[config.mk]
export PLATFORM = sky130hd
export DESIGN_NAME = next_pc_unit
export DESIGN_NICKNAME = d
export VERILOG_FILES = /design/src/rtl/bp_pkg.sv /design/src/rtl/sat_counter32.sv /design/src/rtl/next_pc_unit.sv
export SDC_FILE = /design/constraint.sdc
export NUM_CORES = 1
export LEC_CHECK = 0
export ABC_AREA = 0
export CAP_MARGIN = 20
export CORE_MARGIN = 8
export CORE_UTILIZATION = 40
export DETAILED_ROUTE_END_ITERATION = 6
export PLACE_DENSITY = 0.67
export SKIP_LAST_GASP = 1
export SLEW_MARGIN = 15
export SYNTH_ARGS = -nofsm -noshare
export SYNTH_HDL_FRONTEND = slang
export SYNTH_SLANG_ARGS = --single-unit
[constraint.sdc]
create_clock -name CLK -period 5.3 [get_ports CLK]
set_input_delay 1.06 -clock CLK [delete_from_list [all_inputs] [get_ports CLK]]
set_output_delay 1.06 -clock CLK [all_outputs]
set_load 0.1 [all_outputs]
[src/rtl/bp_pkg.sv]
// Shared types and constants for the next-PC / branch-recovery logic.
package bp_pkg;

   localparam logic [31:0] DEFAULT_RESET_PC = 32'h0040_0000;
   localparam logic [31:0] PC_STEP          = 32'd4;

   // Recovery FSM: RECOVER lasts one non-stalled cycle after a redirect
   typedef enum logic [0:0] {
      ST_RUN     = 1'b0,
      ST_RECOVER = 1'b1
   } npc_state_e;

   // Prediction made at fetch time, carried one stage to meet the ID instruction
   typedef struct packed {
      logic        valid;
      logic        pred_taken;
      logic [31:0] pred_target;
      logic [31:0] pc;
   } pred_rec_t;

   // PC arithmetic wraps modulo 2^32
   function automatic logic [31:0] pc_add(input logic [31:0] pc, input logic [31:0] ofs);
      return pc + ofs;
   endfunction

endpackage

[src/rtl/sat_counter32.sv]
// 32-bit event counter that sticks at all-ones instead of wrapping.
module sat_counter32 (
   input  logic        clk,
   input  logic        rst,
   input  logic        inc,
   output logic [31:0] count
);

   logic [31:0] count_r;

   // Count one per inc pulse, holding once the maximum is reached
   always_ff @(posedge clk or posedge rst) begin
      if (rst) begin
         count_r <= 32'd0;
      end else if (inc && (count_r != 32'hFFFF_FFFF)) begin
         count_r <= count_r + 32'd1;
      end else begin
         count_r <= count_r;
      end
   end

   assign count = count_r;

endmodule

[src/rtl/next_pc_unit.sv]
// Fetch PC generation with BTB prediction, ID-stage resolution and
// one-cycle mispredict recovery (flush pulse plus redirect).
module next_pc_unit
   import bp_pkg::*;
#(
   parameter logic [31:0] RESET_PC     = DEFAULT_RESET_PC,
   parameter logic [31:0] FALLTHRU_OFS = 32'd4
) (
   input  logic        CLK,
   input  logic        RESET,
   input  logic        STALL,
   input  logic        hit_BTB,
   input  logic [31:0] take_Alt_PC_IN_IF,
   input  logic        Valid_IN_ID,
   input  logic [31:0] Instr_PC_IN_ID,
   input  logic        is_Branch_IN_ID,
   input  logic        is_Taken_IN_ID,
   input  logic [31:0] Alt_PC_IN_ID,
   output logic [31:0] Instr_PC_OUT_IF,
   output logic        Flush_OUT_IF,
   output logic        Mispredict_OUT,
   output logic [31:0] Branch_Count_OUT,
   output logic [31:0] Mispred_Count_OUT
);

   npc_state_e  state_r;
   npc_state_e  state_next_s;
   pred_rec_t   rec_r;
   pred_rec_t   rec_capture_s;
   logic [31:0] pc_r;
   logic [31:0] pc_next_s;
   logic [31:0] actual_next_s;
   logic        rec_trusted_s;
   logic        eval_s;
   logic        actual_taken_s;
   logic        target_wrong_s;
   logic        mispredict_s;
   logic        branch_inc_s;
   logic        pulse_r;

   // FSM state register; frozen while stalled
   always_ff @(posedge CLK or posedge RESET) begin
      if (RESET) begin
         state_r <= ST_RUN;
      end else if (!STALL) begin
         state_r <= state_next_s;
      end else begin
         state_r <= state_r;
      end
   end

   // FSM next state: enter RECOVER on a mispredict, leave after one live cycle
   always_comb begin
      state_next_s = state_r;
      case (state_r)
         ST_RUN: begin
            if (mispredict_s) begin
               state_next_s = ST_RECOVER;
            end else begin
               state_next_s = ST_RUN;
            end
         end
         ST_RECOVER: state_next_s = ST_RUN;
         default:    state_next_s = ST_RUN;
      endcase
   end

   // FSM output: the record held during RECOVER belongs to the flushed slot
   always_comb begin
      rec_trusted_s = 1'b0;
      case (state_r)
         ST_RUN:     rec_trusted_s = 1'b1;
         ST_RECOVER: rec_trusted_s = 1'b0;
         default:    rec_trusted_s = 1'b0;
      endcase
   end

   // Resolve the ID instruction against the prediction made when it was fetched
   always_comb begin
      actual_taken_s = is_Branch_IN_ID & is_Taken_IN_ID;
      if (actual_taken_s) begin
         actual_next_s = Alt_PC_IN_ID;
      end else begin
         actual_next_s = pc_add(Instr_PC_IN_ID, FALLTHRU_OFS);
      end
      eval_s = Valid_IN_ID & rec_r.valid & rec_trusted_s &
               (rec_r.pc == Instr_PC_IN_ID) & ~STALL;
      target_wrong_s = rec_r.pred_taken & actual_taken_s &
                       (rec_r.pred_target != Alt_PC_IN_ID);
      mispredict_s = eval_s & ((rec_r.pred_taken != actual_taken_s) | target_wrong_s);
      branch_inc_s = eval_s & is_Branch_IN_ID;
   end

   // Next fetch PC: redirect beats BTB target beats sequential
   always_comb begin
      if (mispredict_s) begin
         pc_next_s = actual_next_s;
      end else if (hit_BTB) begin
         pc_next_s = take_Alt_PC_IN_IF;
      end else begin
         pc_next_s = pc_add(pc_r, PC_STEP);
      end
   end

   // Prediction record for the PC being fetched this cycle
   always_comb begin
      rec_capture_s.valid       = 1'b1;
      rec_capture_s.pred_taken  = hit_BTB;
      rec_capture_s.pred_target = take_Alt_PC_IN_IF;
      rec_capture_s.pc          = pc_r;
   end

   // Fetch PC and prediction record advance together unless stalled
   always_ff @(posedge CLK or posedge RESET) begin
      if (RESET) begin
         pc_r  <= RESET_PC;
         rec_r <= '{valid: 1'b0, pred_taken: 1'b0, pred_target: 32'd0, pc: 32'd0};
      end else if (!STALL) begin
         pc_r  <= pc_next_s;
         rec_r <= rec_capture_s;
      end else begin
         pc_r  <= pc_r;
         rec_r <= rec_r;
      end
   end

   // Flush/mispredict pulse: mispredict is already gated by STALL, so never stretches
   always_ff @(posedge CLK or posedge RESET) begin
      if (RESET) begin
         pulse_r <= 1'b0;
      end else begin
         pulse_r <= mispredict_s;
      end
   end

   sat_counter32 u_branch_cnt (
      .clk   (CLK),
      .rst   (RESET),
      .inc   (branch_inc_s),
      .count (Branch_Count_OUT)
   );

   sat_counter32 u_mispred_cnt (
      .clk   (CLK),
      .rst   (RESET),
      .inc   (mispredict_s),
      .count (Mispred_Count_OUT)
   );

   assign Instr_PC_OUT_IF = pc_r;
   assign Flush_OUT_IF    = pulse_r;
   assign Mispredict_OUT  = pulse_r;

endmodule

==> results of run 1 <==
-- cells in the mapped netlist, types with 10 or more instances --
| library cell | n | share of area |
|---|---|---|
| nand2_1 | 91 | 0.035 |
| nor4_1 | 19 | 0.012 |
| nand4_1 | 48 | 0.031 |
| mux2i_1 | 13 | 0.013 |
| xor2_1 | 85 | 0.077 |
| a21oi_1 | 20 | 0.010 |
| xnor2_1 | 91 | 0.083 |
| mux2_2 | 70 | 0.082 |
| dfrtp_1 | 163 | 0.42 |
| inv_1 | 21 | 0.0082 |
| mux2_1 | 10 | 0.012 |
| o21ai_0 | 23 | 0.012 |
| nor3_1 | 29 | 0.015 |
| clkbuf_1 | 34 | 0.013 |
| nand3_1 | 48 | 0.025 |
| nor2_1 | 82 | 0.032 |
| and3_1 | 12 | 0.0078 |
-- cells by family after synthesis --
family,Yosys count,share of synthesized area
fa+ha+maj,5,0.00648
flops,164,0.425
mux,93,0.107
compound gates,88,0.0605
buf+inv,67,0.0285
simple gates,391,0.213
xor+xnor,176,0.160
-- per-stage QoR --
step                setup WS (ns)  power, mW  utilization  cells  cell area [um2]
floorplan                    2.12       2.05            -    984             9660
global placement             1.07       2.36        0.499   1476            12000
detailed placement           1.04       2.37        0.499   1476            12000
CTS                          1.48       3.55        0.522   1508            12500
global route                 1.28       3.65        0.522   1511            12500
finish                       1.51       3.53        0.522   1511            12500
-- registers in the layout (all words and copies together) (netlist names) --
name and cells:
Flush_OUT_IF 1, u_mispred_cnt.count 32, rec_r 66, state_r 1
Instr_PC_OUT_IF 32, u_branch_cnt.count 32
-- routing by layer --
| metal | wire length (um) | vias to the layer above |
|---|---|---|
| li1 | - | 3851 |
| met1 | 13300 | 4065 |
| met2 | 14600 | 326 |
| met3 | 2790 | 42 |
| met4 | 711 | 0 |
| met5 | 0 | - |
-- critical path: stages --
cell	delay, ns
clkdlybuf4s50_1	0.60
xor2_1	0.19
or4_4	0.58
nor4_4	0.30
nand4_1	0.22
a21o_1	0.56
nor4_1	0.45
xor2_1	0.18
-- area by class of cell --
class                           instances  area share
Sequential cell                       164       0.327
Antenna cell                            3    0.000599
Multi-Input combinational cell        753       0.422
Clock buffer                           20      0.0356
Tap cell                              324      0.0323
Timing Repair Buffer                  213       0.168
Inverter                               22     0.00688
Clock inverter                         12     0.00768
-- power groups by stage --
stage	Sequential [mW]	Combinational, mW	Clock (mW)
after global routing	1.49	0.925	1.23
after global placement	1.50	0.863	0
after floorplan	1.71	0.340	0
after CTS	1.48	0.876	1.19
after detailed placement	1.50	0.871	0
final	1.48	0.878	1.17
-- path summary, 6_finish.rpt --
| path | depth (start not counted) | startpoint | endpoint |
|---|---|---|---|
| min reg2reg | 1 | rec_r[65]$_DFFE_PP0N_ | rec_r[65]$_DFFE_PP0N_ |
| min in group asynchronous | 2 | RESET | u_mispred_cnt.count[13]$_DFFE_PP0P_ |
| max in group asynchronous | 3 | RESET | u_branch_cnt.count[30]$_DFFE_PP0P_ |
| min | 1 | rec_r[65]$_DFFE_PP0N_ | rec_r[65]$_DFFE_PP0N_ |
| max | 8 | Instr_PC_IN_ID[27] | u_branch_cnt.count[23]$_DFFE_PP0P_ |
| max reg2reg | 8 | u_mispred_cnt.count[3]$_DFFE_PP0P_ | u_mispred_cnt.count[19]$_DFFE_PP0P_ |
==> flow_metrics.tcl, run 1 <==
set metrics [dict create \
    status "finished, final reports clean" \
    crit_path_start_kind "input pin" \
    io_buffers 200 \
    grt_pass1_wl_mm 48.5 \
    ys_seq_area_frac 0.425 \
    combPwrFrac 0.249 \
    cts.sinks 164 \
    cts_setup_buffers 0 \
    clk_latency_ns 0.43 \
    synth-async-reset-ratio 1.00 \
    cp.required_ns 5.65 \
    cp_max_fo 28 \
    routed-via-count 8284 \
    hold_class "reg2reg" \
    critPathArrivalTime_ns 4.15 \
    syn2layout_area_growth_pct 29.9 \
    root_buffer "clkbuf_16" \
    setup_viol 0 \
    slew_violations 0 \
    grt_usage 0.215 \
    rrSetupSlack_ns 2.12 \
    maxCapViolCount 0 \
    fin_tns_setup_ns 0 \
    antenna_found_initial 3 \
    final_common_cell "clkdlybuf4s50_1" \
    regArea_um2 4110 \
    met1_usage 0.276 \
    clockPowerShare 0.331 \
    yosys_warnings 0 \
    cts_tree "done" \
    p_leak_nw 5.10 \
    grt_max_degree 101 \
    top_usage_layer "met2" \
    max-clock-path-buffers 2 \
    ctsHoldBuffers 0 \
    overflow 0 \
    die_h_um 171 \
    vias_per_cell 5.48 \
    crit_type "in2reg" \
    post_cts_resize_count 0 \
    ir_drop_mv 0.152 \
    synth_top_flop_cell "dfrtp_1" \
    grt_pass1_vias 8384 \
    clock_skew_ns 0.0113 \
    cts_buffers 17 \
    synth-edff-count 0 \
    core_area_um2 24000 \
    start_util 0.402 \
    drt_iter0_drc 702 \
    synthCells 984 \
    yosysUniqueCellTypes 56 \
    syn_nets 1092 \
    period_minus_slack_ns 3.79 \
    ant_nets 0 \
    ys_seq_elements 164 \
    timing.final.crit_share 0.715 \
    fp.dieW_um 171 \
    max_freq_mhz 264 \
    dp_hpwl_mm 23.3 \
    p_per_area_nw_per_um2 281 \
    power.switching_mw 1.22 \
    hold_ws_ns 0.471 \
    cp-end-kind "flop" \
    multi_input_area_um2 5290 \
    wirelength_mm 31.3 \
    rows 57 \
    syn_area_per_cell_um2 9.81 \
    die-area_um2 29400 \
    clk_pin_slew_ns 0.07 \
    rsz0062_at_grt "false" \
    hold_violations 0 \
    gp_congestion 0.917 \
    grt_use_met3 0.0617 \
    num-fill-cells 2224 \
    first_pass_iters 7 \
    final_cell_mix "clkdlybuf4s50_1, dfrtp_1, xnor2_1, nand2_1, xor2_1" \
    worstMarginPinSlew_ns 1.10 \
    ctsHtreeMaxLevel 4 \
    internal_power_mw 2.30 \
    drt-wirelength-per-cell_um 20.7 \
    fin_nets 1279 \
    ios 201 \
    drive_gt1_frac 0.117 \
    grt.met2_usage 0.344 \
    netlist_area_um2 9650 \
    seq_power_share 0.420 \
    swShare 0.347 \
    drc 0 \
    slew_headroom 0.258 \
]
(Power assumes the default switching activity.)
==> run 2, diff against run 1 <==
--- a/config.mk
+++ b/config.mk
@@ -10,7 +10,6 @@
 export CORE_MARGIN = 8
 export CORE_UTILIZATION = 40
 export DETAILED_ROUTE_END_ITERATION = 6
-export PLACE_DENSITY = 0.67
 export SKIP_LAST_GASP = 1
 export SLEW_MARGIN = 15
 export SYNTH_ARGS = -nofsm -noshare
==> constraint.sdc (replaced) <==
create_clock -name CLK -period 3.9 [get_ports CLK]
set_input_delay 0.78 -clock CLK [delete_from_list [all_inputs] [get_ports CLK]]
set_output_delay 0.78 -clock CLK [all_outputs]
set_load 0.1 [all_outputs]
==> flow_metrics.tcl, run 2 (synthesized netlist as in run 1, its figures left out) <==
set metrics [dict create \
    ir_drop_mv 0.289 \
    max_freq_mhz 298 \
    cp_max_fo 8 \
    fp.dieW_um 171 \
    drt-wirelength-per-cell_um 20.5 \
    hold_class "reg2reg" \
    dpl_cell_area_um2 12100 \
    die-area_um2 29400 \
    post_cts_resize_count 0 \
    cts_setup_buffers 0 \
    rsz0062_at_grt "false" \
    fin_total_pwr_mw 4.94 \
    largest_reg_flops 66 \
    final_cell_mix "clkdlybuf4s50_1, dfrtp_1, xnor2_1, nand2_1, xor2_1" \
    crit_slowest_cell "or4_1" \
    top_register "rec_r" \
    overflow 0 \
    status "finished, final reports clean" \
    cts.sinks 164 \
    ctsHtreeMaxLevel 4 \
    timing.final.crit_share 0.860 \
    crit_family "simple AND/OR/NAND/NOR gates" \
    drive_gt1_frac 0.132 \
    cp_num_buf_inv 1 \
    ios 201 \
    grt_usage 0.215 \
    antenna_found_initial 1 \
    gp_congestion 0.921 \
    cts_buffers 17 \
    p_per_area_nw_per_um2 389 \
    cp.required_ns 4.22 \
    rows 57 \
    drt_iter0_drc 583 \
    worstMarginPinSlew_ns 1.02 \
    setup_viol 0 \
    grt_pass1_vias 8096 \
    vias_per_cell 5.33 \
    period_minus_slack_ns 3.35 \
    path_cells "clkdlybuf4s50_1, nand4_1, or4_1, nor4b_1, xnor2_1, a21oi_1, mux2_1, mux2_2" \
    maxCapViolCount 0 \
    slew_headroom 0.316 \
    critPathArrivalTime_ns 3.67 \
    ctsHoldBuffers 0 \
    drc 0 \
    clk_pin_slew_ns 0.07 \
    core_area_um2 24000 \
    grt_max_degree 165 \
    p_leak_nw 5.22 \
    start_util 0.402 \
    cts_tree "done" \
    clk_latency_ns 0.43 \
    syn2layout_area_growth_pct 31.6 \
    cp-end-kind "flop" \
    io_buffers 200 \
    dp_hpwl_mm 23.4 \
    routed-via-count 8116 \
    crit_type "in2reg" \
    max_stage_delay_ns 0.72 \
    max-clock-path-buffers 2 \
    first_pass_iters 5 \
    fin_nets 1293 \
    fin_tns_setup_ns 0 \
    clock_skew_ns 0.0109 \
    wirelength_mm 31.3 \
    dp_worst_setup_slack_ns 0.212 \
    ant_nets 0 \
    final_common_cell "clkdlybuf4s50_1" \
    root_buffer "clkbuf_16" \
    crit_path_start_kind "input pin" \
    rrSetupSlack_ns 1.05 \
    grt_pass1_wl_mm 48.1 \
    fin_ws_ns 0.545 \
    slew_violations 0 \
    finalInstanceArea_um2 12700 \
    hold_violations 0 \
    die_h_um 171 \
]
run 2: final timing paths:
kind / cells after the start / start / endpoint
setup reg to reg: 6 / u_mispred_cnt.count[4]$_DFFE_PP0P_ / u_mispred_cnt.count[30]$_DFFE_PP0P_
hold reg to reg: 1 / rec_r[65]$_DFFE_PP0N_ / rec_r[65]$_DFFE_PP0N_
min in group asynchronous: 3 / RESET / Instr_PC_OUT_IF[4]$_DFFE_PP0N_
max in group asynchronous: 3 / RESET / u_branch_cnt.count[16]$_DFFE_PP0P_
hold / removal: 1 / rec_r[65]$_DFFE_PP0N_ / rec_r[65]$_DFFE_PP0N_
setup / recovery: 8 / Instr_PC_IN_ID[4] / Instr_PC_OUT_IF[31]$_DFFE_PP0N_
run 2: where the power goes:
part	internal, mW	switching (mW)	total [mW]
registers	1.84	0.169	2.01
clock network	0.931	0.799	1.73
logic	0.444	0.754	1.20
total	3.22	1.72	4.94
run 2: layout make-up:
| class | count | area, um2 |
|---|---|---|
| multi-input cells | 753 | 5290 |
| well taps | 324 | 405 |
| fillers | 2189 | 11300 |
| inverters | 22 | 86.3 |
| repair buffers | 227 | 2220 |
| clock inverters | 14 | 159 |
| clock buffers | 18 | 439 |
| flip-flops and latches | 164 | 4110 |
| diodes | 1 | 2.50 |
run 2: routing by layer:
metal  vias up  global-route usage  wire length (um)
met5         -                   0                 0
met2       262               0.327             14200
met1      3944               0.291             13900
met4         0              0.0707               702
met3        38              0.0608              2450
li1       3872                   -                 -
run 2: worst reg2reg max path, delay by kind of cell, from the launching register on:
kind	cells	cell delay (ns)
DFF	1	0.45
muxes	1	0.34
and+or+nand+nor	5	1.94
run 2: stage by stage:
stage | util | hold WS, ns | std cells
6_report | 0.529 | 0.469 | 1523
3_5_place_dp | 0.504 | 0.444 | 1490
4_1_cts | 0.529 | 0.464 | 1522
2_1_floorplan | - | 0.425 | 984
5_1_grt | 0.529 | 0.475 | 1523
3_3_place_gp | 0.504 | 0.440 | 1490
